<file path="src/rtl/sram_arb.sv">
// Two-master arbiter in front of a single-port synchronous SRAM, with bus locking bounded by MAX_HOLD.
// Build option SRAM_ARB_RR_EN: round-robin contention in IDLE; otherwise master 0 has fixed priority.
module sram_arb #(
    parameter int ADR_W    = 8,
    parameter int DAT_W    = 32,
    parameter int MAX_HOLD = 4
) (
    input  logic               clock,
    input  logic               reset,
    input  logic               io_m0_req,
    input  logic               io_m0_lock,
    input  logic               io_m0_we,
    input  logic [DAT_W/8-1:0] io_m0_wstrb,
    input  logic [ADR_W-1:0]   io_m0_adr,
    input  logic [DAT_W-1:0]   io_m0_wdata,
    output logic               io_m0_gnt,
    output logic               io_m0_rvalid,
    output logic [DAT_W-1:0]   io_m0_rdata,
    input  logic               io_m1_req,
    input  logic               io_m1_lock,
    input  logic               io_m1_we,
    input  logic [DAT_W/8-1:0] io_m1_wstrb,
    input  logic [ADR_W-1:0]   io_m1_adr,
    input  logic [DAT_W-1:0]   io_m1_wdata,
    output logic               io_m1_gnt,
    output logic               io_m1_rvalid,
    output logic [DAT_W-1:0]   io_m1_rdata,
    output logic               io_sram_cen,
    output logic               io_sram_wen,
    output logic [DAT_W/8-1:0] io_sram_wstrb,
    output logic [ADR_W-1:0]   io_sram_adr,
    output logic [DAT_W-1:0]   io_sram_d,
    input  logic [DAT_W-1:0]   io_sram_q
);

    localparam int STRB_W = DAT_W / 8;
    localparam int CNT_W  = $clog2(MAX_HOLD + 1);

    typedef enum logic [1:0] {
        ST_IDLE = 2'd0,
        ST_OWN0 = 2'd1,
        ST_OWN1 = 2'd2
    } state_e;

    state_e             state_q;
    state_e             state_d;
    logic [CNT_W-1:0]   hold_cnt_q;
    logic [CNT_W-1:0]   hold_cnt_d;
    logic               gnt0_s;
    logic               gnt1_s;
    logic               any_gnt_s;
    logic               hold_full_s;
    logic               idle_pick1_s;

    logic               sel_we_s;
    logic [STRB_W-1:0]  sel_wstrb_s;
    logic [ADR_W-1:0]   sel_adr_s;
    logic [DAT_W-1:0]   sel_wdata_s;

    logic               cen_q;
    logic               wen_q;
    logic [STRB_W-1:0]  wstrb_q;
    logic [ADR_W-1:0]   adr_q;
    logic [DAT_W-1:0]   d_q;

    // Read tags: stage 1 follows the SRAM command cycle, stage 2 is the data-return cycle.
    logic               t1_vld_q;
    logic               t1_own_q;
    logic               t2_vld_q;
    logic               t2_own_q;

    assign hold_full_s = (hold_cnt_q == CNT_W'(MAX_HOLD));
    assign any_gnt_s   = gnt0_s | gnt1_s;

`ifdef SRAM_ARB_RR_EN
    logic rr_ptr_q;
    logic rr_ptr_d;

    // Round-robin pointer: set means master 1 is favoured on the next IDLE contention.
    always_comb begin
        rr_ptr_d = rr_ptr_q;
        if (gnt0_s) begin
            rr_ptr_d = 1'b1;
        end else if (gnt1_s) begin
            rr_ptr_d = 1'b0;
        end else begin
            rr_ptr_d = rr_ptr_q;
        end
    end

    // Round-robin pointer register.
    always_ff @(posedge clock or negedge reset) begin
        if (!reset) begin
            rr_ptr_q <= 1'b0;
        end else begin
            rr_ptr_q <= rr_ptr_d;
        end
    end

    assign idle_pick1_s = rr_ptr_q;
`else
    assign idle_pick1_s = 1'b0;
`endif

    // FSM state register and lock-hold counter.
    always_ff @(posedge clock or negedge reset) begin
        if (!reset) begin
            state_q    <= ST_IDLE;
            hold_cnt_q <= '0;
        end else begin
            state_q    <= state_d;
            hold_cnt_q <= hold_cnt_d;
        end
    end

    // FSM outputs: grant decision; the owner keeps the bus until the hold budget runs out.
    always_comb begin
        gnt0_s = 1'b0;
        gnt1_s = 1'b0;
        if (!reset) begin
            gnt0_s = 1'b0;
            gnt1_s = 1'b0;
        end else begin
            case (state_q)
                ST_OWN0: begin
                    if (io_m0_req && !(io_m1_req && hold_full_s)) begin
                        gnt0_s = 1'b1;
                    end else if (io_m1_req) begin
                        gnt1_s = 1'b1;
                    end else begin
                        gnt0_s = 1'b0;
                    end
                end
                ST_OWN1: begin
                    if (io_m1_req && !(io_m0_req && hold_full_s)) begin
                        gnt1_s = 1'b1;
                    end else if (io_m0_req) begin
                        gnt0_s = 1'b1;
                    end else begin
                        gnt1_s = 1'b0;
                    end
                end
                ST_IDLE: begin
                    if (io_m0_req && io_m1_req) begin
                        if (idle_pick1_s) begin
                            gnt1_s = 1'b1;
                        end else begin
                            gnt0_s = 1'b1;
                        end
                    end else if (io_m0_req) begin
                        gnt0_s = 1'b1;
                    end else if (io_m1_req) begin
                        gnt1_s = 1'b1;
                    end else begin
                        gnt0_s = 1'b0;
                    end
                end
                default: begin
                    gnt0_s = 1'b0;
                    gnt1_s = 1'b0;
                end
            endcase
        end
    end

    // FSM next state: a locked grant keeps ownership; hold_cnt only counts while the other side waits.
    always_comb begin
        state_d    = ST_IDLE;
        hold_cnt_d = '0;
        if (gnt0_s && io_m0_lock) begin
            state_d = ST_OWN0;
            if (state_q == ST_OWN0 && io_m1_req) begin
                hold_cnt_d = hold_cnt_q + CNT_W'(1);
            end else begin
                hold_cnt_d = '0;
            end
        end else if (gnt1_s && io_m1_lock) begin
            state_d = ST_OWN1;
            if (state_q == ST_OWN1 && io_m0_req) begin
                hold_cnt_d = hold_cnt_q + CNT_W'(1);
            end else begin
                hold_cnt_d = '0;
            end
        end else begin
            state_d    = ST_IDLE;
            hold_cnt_d = '0;
        end
    end

    // Command mux from the granted master.
    always_comb begin
        sel_we_s    = io_m0_we;
        sel_wstrb_s = io_m0_wstrb;
        sel_adr_s   = io_m0_adr;
        sel_wdata_s = io_m0_wdata;
        if (gnt1_s) begin
            sel_we_s    = io_m1_we;
            sel_wstrb_s = io_m1_wstrb;
            sel_adr_s   = io_m1_adr;
            sel_wdata_s = io_m1_wdata;
        end else begin
            sel_we_s    = io_m0_we;
            sel_wstrb_s = io_m0_wstrb;
            sel_adr_s   = io_m0_adr;
            sel_wdata_s = io_m0_wdata;
        end
    end

    // SRAM command register: one cycle of cen per grant; address and data hold otherwise.
    always_ff @(posedge clock or negedge reset) begin
        if (!reset) begin
            cen_q   <= 1'b1;
            wen_q   <= 1'b1;
            wstrb_q <= '0;
            adr_q   <= '0;
            d_q     <= '0;
        end else if (any_gnt_s) begin
            cen_q   <= 1'b0;
            wen_q   <= ~sel_we_s;
            wstrb_q <= sel_wstrb_s;
            adr_q   <= sel_adr_s;
            d_q     <= sel_wdata_s;
        end else begin
            cen_q   <= 1'b1;
            wen_q   <= 1'b1;
            wstrb_q <= '0;
        end
    end

    // Read tag pipeline: clearing it on reset drops any read still in flight.
    always_ff @(posedge clock or negedge reset) begin
        if (!reset) begin
            t1_vld_q <= 1'b0;
            t1_own_q <= 1'b0;
            t2_vld_q <= 1'b0;
            t2_own_q <= 1'b0;
        end else begin
            t1_vld_q <= any_gnt_s & ~sel_we_s;
            t1_own_q <= gnt1_s;
            t2_vld_q <= t1_vld_q;
            t2_own_q <= t1_own_q;
        end
    end

    assign io_m0_gnt     = gnt0_s;
    assign io_m1_gnt     = gnt1_s;
    assign io_m0_rvalid  = t2_vld_q & ~t2_own_q;
    assign io_m1_rvalid  = t2_vld_q & t2_own_q;
    assign io_m0_rdata   = io_m0_rvalid ? io_sram_q : '0;
    assign io_m1_rdata   = io_m1_rvalid ? io_sram_q : '0;
    assign io_sram_cen   = cen_q;
    assign io_sram_wen   = wen_q;
    assign io_sram_wstrb = wstrb_q;
    assign io_sram_adr   = adr_q;
    assign io_sram_d     = d_q;

endmodule
</file>
<file path="config.mk">
export PLATFORM = sky130hd
export DESIGN_NAME = sram_arb
export DESIGN_NICKNAME = d
export VERILOG_FILES = /design/src/rtl/sram_arb.sv
export SDC_FILE = /design/constraint.sdc
export NUM_CORES = 1
export LEC_CHECK = 0
export CAP_MARGIN = 10
export CORE_MARGIN = 5
export CORE_UTILIZATION = 32
export DETAILED_ROUTE_END_ITERATION = 7
export PLACE_DENSITY = 0.85
export SLEW_MARGIN = 20
export SYNTH_ARGS = -nofsm -noshare
export SYNTH_HDL_FRONTEND = slang
export SYNTH_SLANG_ARGS = --single-unit
</file>
<file path="constraint.sdc">
create_clock -name clock -period 2.25 [get_ports clock]
set_clock_uncertainty 0.2 [all_clocks]
set_input_delay 0.225 -clock clock [delete_from_list [all_inputs] [get_ports clock]]
set_output_delay 0.225 -clock clock [all_outputs]
set_load 0.01 [all_outputs]
</file>
==> summary.txt, run 1 <==
Place
  • Post-placement cell area: 5420 sq um
  • GP Congestion: 0.864
  • Post-DP HPWL: 9070 um
  • Setup WS pre-CTS: -0.00266 ns
  • Port bufs: 241

Clock tree
  • Num Clock Sinks: 55
  • H-tree levels: 2
  • CTS clock-pin slew for the worst setup and hold paths: 0.10 ns
  • Root Buffer: clkbuf_8
  • CTS tree: done
  • CTS Buf Count: 5
  • Clk buf depth: 2
  • Worst-Skew Late Latency: 0.30 ns

Setup path
  • CP startpoint kind: register
  • WP data arrival: 1.73 ns
  • Crit path kind: reg -> out
  • Setup crit end kind: output pin
  • CP required: 1.82 ns
  • Worst Path Max Fanout: 2

Power
  • Worst-case vdd ir drop: 390 uV
  • Static Leak: 2.58 nW
  • PD cells: 473 nW/um^2

STA
  • Worst Slack Setup Final: 0.0900 ns
  • Worst-margin pin slew: 0.547 ns
  • Pins Over Slew Limit: 0
  • Final Hold Viols: 0
  • Fmax: 463 MHz
  • Slew headroom: 63.5%
  • Setup-failing EPs final: 0
  • Fin crit share: 96.0%
  • Min Tclk post-route: 2.16 ns

Drt
  • Routed Antenna Nets: 0
  • Vias: 3,251
  • Average wire per cell in the routed design: 17.0 um
  • DR iter-0 viols: 88
  • Routed Wire Length: 11,200 um
  • DRT Pass-1 Iters: 4
  • Residual DRC count: 0
  • Post-DR vias/cell: 4.94

Finish
  • Layout Nets: 679
  • Final Instance Area: 5560 sq um
  • Multi-input logic area: 1350 sq um
  • Number of antenna repair diodes: 0
  • Layout cells sized above 1: 6.18%
  • Sequential cell area: 1380 sq um
  • Fillers: 710
  • P&R area growth vs syn: 94.5%

Synth
  • Asr flop ratio synth: 100%
  • Mapped Cells: 310
  • Synth warn: 0
  • Combinational family with the most area after synthesis: simple AND/OR/NAND/NOR gates
  • Adder-cell share of the synthesized area: 0.876%
  • Cell area after synthesis: 2860 sq um
  • Share of the yosys chip area belonging to registers: 48.3%
  • Synth Flop Type: dfrtp_1
  • Largest area contributor in the netlist: dfrtp_1
  • Number of flops mapped to enable cells by yosys: 0
  • Dominant cells by area after synthesis: dfrtp_1, a22oi_1, and2_1
  • Simple-Gate Fraction of Synth Area: 24.6%
  • Net Count, Synth: 440
  • Synth Area in Compound Gates: 20.2%
  • Top cell type's share of synthesized area: 46.4%
  • Post-synthesis register bit count: 55
  • Multiplexer share of the synthesized area: 0.745%
  • Mean Syn Cell Area: 9.21 sq um
  • Post-Synth XOR/XNOR Area: 0%
  • Yosys cell types: 27

Floorplanning
  • Row cnt: 34
  • I/O Pins: 242
  • Core area: 8720 sq um
  • Die Wd: 104 um
  • Die area: 10,900 sq um
  • Initial core utilization: 32.8%
  • Die Height: 104 um

Hold path
  • Worst Hold Class: reg -> reg

GRT
  • Largest net degree at the start of global routing: 54
  • Initial antenna violation count: 0
  • First-pass GRT wire length: 17,200 um
  • Tot GR Track Use: 19.3%
  • Vias in the first global route: 3,358
  • Gr ovfl total: 0

Outcome
  • Status: finished, final reports clean

Run
  • Max-Cap Viols: 0
==> flip-flops by register name, summed over array words and instances, names as in the netlist <==
name	cells
io_sram_wen	1
t2_own_q	1
state_q	2
io_sram_cen	1
t2_vld_q	1
t1_vld_q	1
io_sram_d	32
io_sram_adr	8
io_sram_wstrb	4
t1_own_q	1
hold_cnt_q	3
==> through the flow <==
step | cells | util, % | power [mW] | hold slack [ns] | TNS, ns
3_3_place_gp | 649 | 62.1 | 2.07 | -0.000216 | 0
5_1_grt | 658 | 63.7 | 2.76 | 0.180 | -0.0698
3_5_place_dp | 649 | 62.1 | 2.09 | 0.0120 | -0.00266
2_1_floorplan | 310 | - | 1.47 | -0.271 | 0
6_report | 658 | 63.7 | 2.63 | 0.164 | 0
4_1_cts | 658 | 63.3 | 2.66 | 0.169 | 0
==> area by class of cell <==
cell class                      instances  share of cell area, %
Timing Repair Buffer                  258                   46.5
Inverter                                3                  0.248
Clock buffer                            7                   1.55
Multi-Input combinational cell        226                   24.3
Clock inverter                          1                 0.0901
Sequential cell                        55                   24.8
Tap cell                              108                   2.43
==> placed cells by master (no fill, tap or decap), types with 4 or more instances in the layout <==
cell,count
and3_1,35
dlymetal6s2s_1,8
a22oi_1,40
clkdlybuf4s50_1,230
o21ai_0,7
o21ai_1,34
and2_1,36
buf_4,12
nand2_1,52
dfrtp_1,53
a21oi_1,4
clkbuf_8,6
==> Yosys cell counts (3+ instances only) <==
master / instances
dfrtp_1: 53
a21oi_1: 5
buf_6: 4
a22oi_1: 40
clkbuf_1: 14
nand2_1: 52
o21ai_0: 7
and2_1: 36
buf_2: 8
nor2b_1: 3
o21ai_1: 35
and3_1: 35
==> final timing paths <==
path | start | slack, ns | end | depth (start not counted)
hold / removal | t1_own_q | 0.16 | t2_own_q | 0
setup / recovery | hold_cnt_q[0] | 0.09 | io_m0_gnt | 6
setup reg to reg | hold_cnt_q[0] | 0.16 | io_sram_adr[7] | 9
max in group asynchronous | reset | 1.09 | io_sram_wen | 3
min in group asynchronous | reset | 0.22 | io_sram_d[3] | 3
hold reg to reg | t1_own_q | 0.16 | t2_own_q | 0
==> cells by family after synthesis <==
kind of cell / after synthesis
buf+inv: 29
flops: 55
compound gates: 90
mux: 2
simple gates: 132
fa+ha+maj: 2
==> worst max-delay path, stage by stage, from the launching register on <==
cell,delay (ns)
dfrtp_1,0.39
inv_1,0.07
ha_1,0.17
and2_4,0.15
mux2_2,0.36
a21oi_4,0.16
buf_2,0.15
==> layer usage <==
layer	wire [um]	GRT usage, %
met1	3990	19.1
met2	5830	36.2
met3	1010	6.95
met4	361	7.22
met5	0	0
==> power by group <==
group | internal (mW) | leakage [nW] | switching [mW]
sequential | 1.11 | 0.678 | 0.0653
clock | 0.249 | 0.0482 | 0.308
combinational | 0.548 | 1.85 | 0.350
total | 1.90 | 2.58 | 0.723
==> repair_timing <==
item | CTS | global route
hold buffers | 1 | 0
setup buffers | 0 | 0
endpoints found under the hold margin | 53 | 0
resized for setup | 5 | 14
setup endpoints to repair | 2 | 36
pin swaps | 0 | 1
Note: power is estimated with default switching activity, not from simulation.
==> inputs of run 2 (changes only) <==
Settings changed: GPL_ROUTABILITY_DRIVEN set to 0.
==> results of run 2 <==
The final DEF is identical to that of run 1; final timing and power are the same.
==> inputs of run 3 (changes only) <==
Settings changed: CTS_CLUSTER_DIAMETER set to 60, REMOVE_ABC_BUFFERS set to 1.
==> run 3 against run 2 <==
Against the previous run:
- worst setup slack worse by 0.018 ns
- fmax is 0.85% lower
- sequential power hardly changed
- final cell count is 0.30% higher
- wire length is 1.1% higher
- clock power is 6.1% higher
- critical path depth is 3 lower
- clock-buffer cell count stayed put
- worst hold slack worse by 0.0099 ns
- critical path type unchanged
- highest routed layer unchanged
==> summary.txt, run 3 (synthesis results as in run 1) <==
Hold path
  • WHS Path Cells: 0 (unchanged)
  • HP Start: t1_own_q (unchanged)
  • Worst Hold Class: reg -> reg (unchanged)
  • Hold path endpoint: t2_own_q (unchanged)

Power
  • Worst-case vdd ir drop: 302 uV (was 390 uV)
  • Static Leak: 2.46 nW (was 2.58 nW)
  • PD cells: 480 nW/um^2 (was 473 nW/um^2)
  • Total Power: 2.67 mW (was 2.63 mW)

Floorplanning
  • Die Height: 104 um (unchanged)
  • Die Wd: 104 um (unchanged)
  • Core area: 8720 sq um (unchanged)
  • I/O Pins: 242 (unchanged)
  • Die area: 10,900 sq um (unchanged)
  • Initial core utilization: 32.8% (unchanged)
  • Row cnt: 34 (unchanged)

STA
  • Fmax: 459 MHz (was 463 MHz)
  • Final setup TNS: 0 ns (unchanged)
  • Setup-failing EPs final: 0 (unchanged)
  • RSZ-0062 raised after global routing: true
  • Final Hold Viols: 0 (unchanged)
  • Worst Slack Setup Final: 0.0716 ns (was 0.0900 ns)
  • Slew headroom: 64.2% (was 63.5%)
  • Fin crit share: 96.8% (was 96.0%)
  • Min Tclk post-route: 2.18 ns (was 2.16 ns)
  • Worst-margin pin slew: 0.537 ns (was 0.547 ns)
  • Pins Over Slew Limit: 0 (unchanged)

Drt
  • Vias: 3,303 (was 3,251)
  • Routed Antenna Nets: 0 (unchanged)
  • Post-DR vias/cell: 5.00 (was 4.94)
  • DR iter-0 viols: 172 (was 88)
  • Average wire per cell in the routed design: 17.1 um (was 17.0 um)
  • Routed Wire Length: 11,300 um (was 11,200 um)
  • DRT Pass-1 Iters: 4 (unchanged)
  • Residual DRC count: 0 (unchanged)

Setup path
  • CP startpoint kind: register (unchanged)
  • Crit path max-delay family: buffers and inverters (was flip-flops)
  • Crit path largest cell delay: 0.56 ns (was 0.39 ns)
  • CP required: 1.82 ns (about the same)
  • Worst Path Max Fanout: 33 (was 2)
  • WP buf/inv: 2 (unchanged)
  • Crit path kind: reg -> out (unchanged)
  • Setup crit end kind: output pin (unchanged)
  • WP data arrival: 1.75 ns (was 1.73 ns)
  • Reg2reg path depth: 9 (unchanged)
  • FF-to-FF Start: hold_cnt_q[0] (unchanged)
  • Reg2Reg Setup Slack: 0.14 ns (was 0.16 ns)
  • Crit-path cells: buf_4, and3_1, clkdlybuf4s50_1 (was inv_1, ha_1, and2_4, mux2_2, a21oi_4, buf_2)
  • CP max-delay cell: clkdlybuf4s50_1 (was dfrtp_1)
  • Reg2Reg Capture Point: io_sram_adr[3] (was io_sram_adr[7])

Clock tree
  • Worst-Skew Late Latency: 0.30 ns (about the same)
  • CTS clock-pin slew for the worst setup and hold paths: 0.09 ns (was 0.10 ns)
  • Clk buf depth: 2 (unchanged)
  • H-tree levels: 2 (unchanged)
  • CTS tree: done (unchanged)
  • Num Clock Sinks: 55 (unchanged)
  • CTS Buf Count: 5 (unchanged)
  • Root Buffer: clkbuf_8 (unchanged)

GRT
  • Largest net degree at the start of global routing: 56 (was 54)
  • Initial antenna violation count: 0 (unchanged)
  • Gr ovfl total: 0 (unchanged)
  • First-pass GRT wire length: 17,400 um (was 17,200 um)
  • Tot GR Track Use: 19.4% (was 19.3%)
  • Vias in the first global route: 3,365 (was 3,358)

Place
  • Setup WS pre-CTS: -0.122 ns (was -0.00266 ns)
  • Post-DP HPWL: 9030 um (was 9070 um)
  • Dpl cells: 648 (was 649)
  • Port bufs: 241 (unchanged)

Finish
  • Flip-flop count of the largest register after layout: 32 (unchanged)
  • Fillers: 729 (was 710)
  • Finished Layout Cells: 660 (was 658)
  • P&R area growth vs syn: 94.9% (was 94.5%)
  • Number of antenna repair diodes: 0 (unchanged)
  • Most frequent cells in the layout: clkdlybuf4s50_1, dfrtp_1, nand2_1 (unchanged)
  • Layout Nets: 681 (was 679)
  • Core Util, Final: 63.8% (was 63.7%)
  • Most common cell after layout, fill and taps aside: clkdlybuf4s50_1 (unchanged)
  • Layout cells sized above 1: 7.07% (was 6.18%)

Outcome
  • Status: finished, final reports clean (unchanged)

Run
  • Max-Cap Viols: 0 (unchanged)
-- run 3: cell types whose count changed in the layout (fill, tap and decap cells not counted), sizes merged --
cell	before	now
clkinvlp	0	1
clkinv	1	0
clkdlybuf4s15	1	0
dlymetal6s2s	8	0
clkdlybuf4s50	230	238
buf	18	20
clkbuf	7	8
-- run 3: where the power goes --
part	internal [mW]	switching (mW)	total [mW]
Sequential	1.11	0.0678	1.17
Combinational	0.551	0.353	0.905
Clock	0.280	0.311	0.591
Total	1.94	0.732	2.67
-- run 3: timing repair --
action / in CTS / in global routing
endpoints found under the setup margin: 30 / 62
resized for setup: 8 / 11
hold endpoints to repair: 54 / 0
setup buffers: 1 / 1
cloned: 0 / 1
hold buffers: 1 / 0
pin swaps: 0 / 2
-- run 3: worst reg2reg max path: stages (launching register included) --
cell and delay (ns):
dfrtp_1 0.36, inv_1 0.07, ha_4 0.17, and2_4 0.16, buf_4 0.13, o2111ai_4 0.23
buf_6 0.23, buf_8 0.23, nand2_1 0.09, o21ai_1 0.16
-- run 3: area by class of cell --
cell class	instances	area, sq um	share of cell area [%]
clock buffers	7	96.3	1.73
well taps	108	135	2.43
multi-input cells	226	1360	24.5
repair buffers	260	2570	46.2
clock inverters	1	7.51	0.135
inverters	3	13.8	0.247
flip-flops and latches	55	1380	24.8
-- run 3: how the worst max path moves through the flow --
stage | from | to | slack (ns) | cells past startpoint
2_1_floorplan | io_m1_req | io_sram_adr[6] | -1.52 | 2
3_3_place_gp | hold_cnt_q[0] | io_m0_gnt | -0.04 | 6
3_5_place_dp | hold_cnt_q[0] | io_m0_gnt | -0.12 | 6
4_1_cts | hold_cnt_q[0] | io_m1_gnt | 0.006 | 7
5_1_grt | t2_own_q | io_m1_rdata[25] | -0.002 | 3
6_report | t2_own_q | io_m1_rdata[1] | 0.07 | 3
-- run 3: stage by stage --
step	hold slack, ns	cell area [sq um]
floorplan	-0.271	2720
detailed placement	0.0246	5400
CTS	0.158	5520
finish	0.155	5570
global route	0.169	5570
global placement	0.0265	5400
-- run 3: metal layers --
metal / global-route usage (%) / vias up / wire, um
met5: 0 / - / 0
met4: 3.98 / 0 / 115
met3: 7.64 / 9 / 1150
met2: 36.5 / 160 / 6030
met1: 20.3 / 1575 / 4000
li1: - / 1559 / -
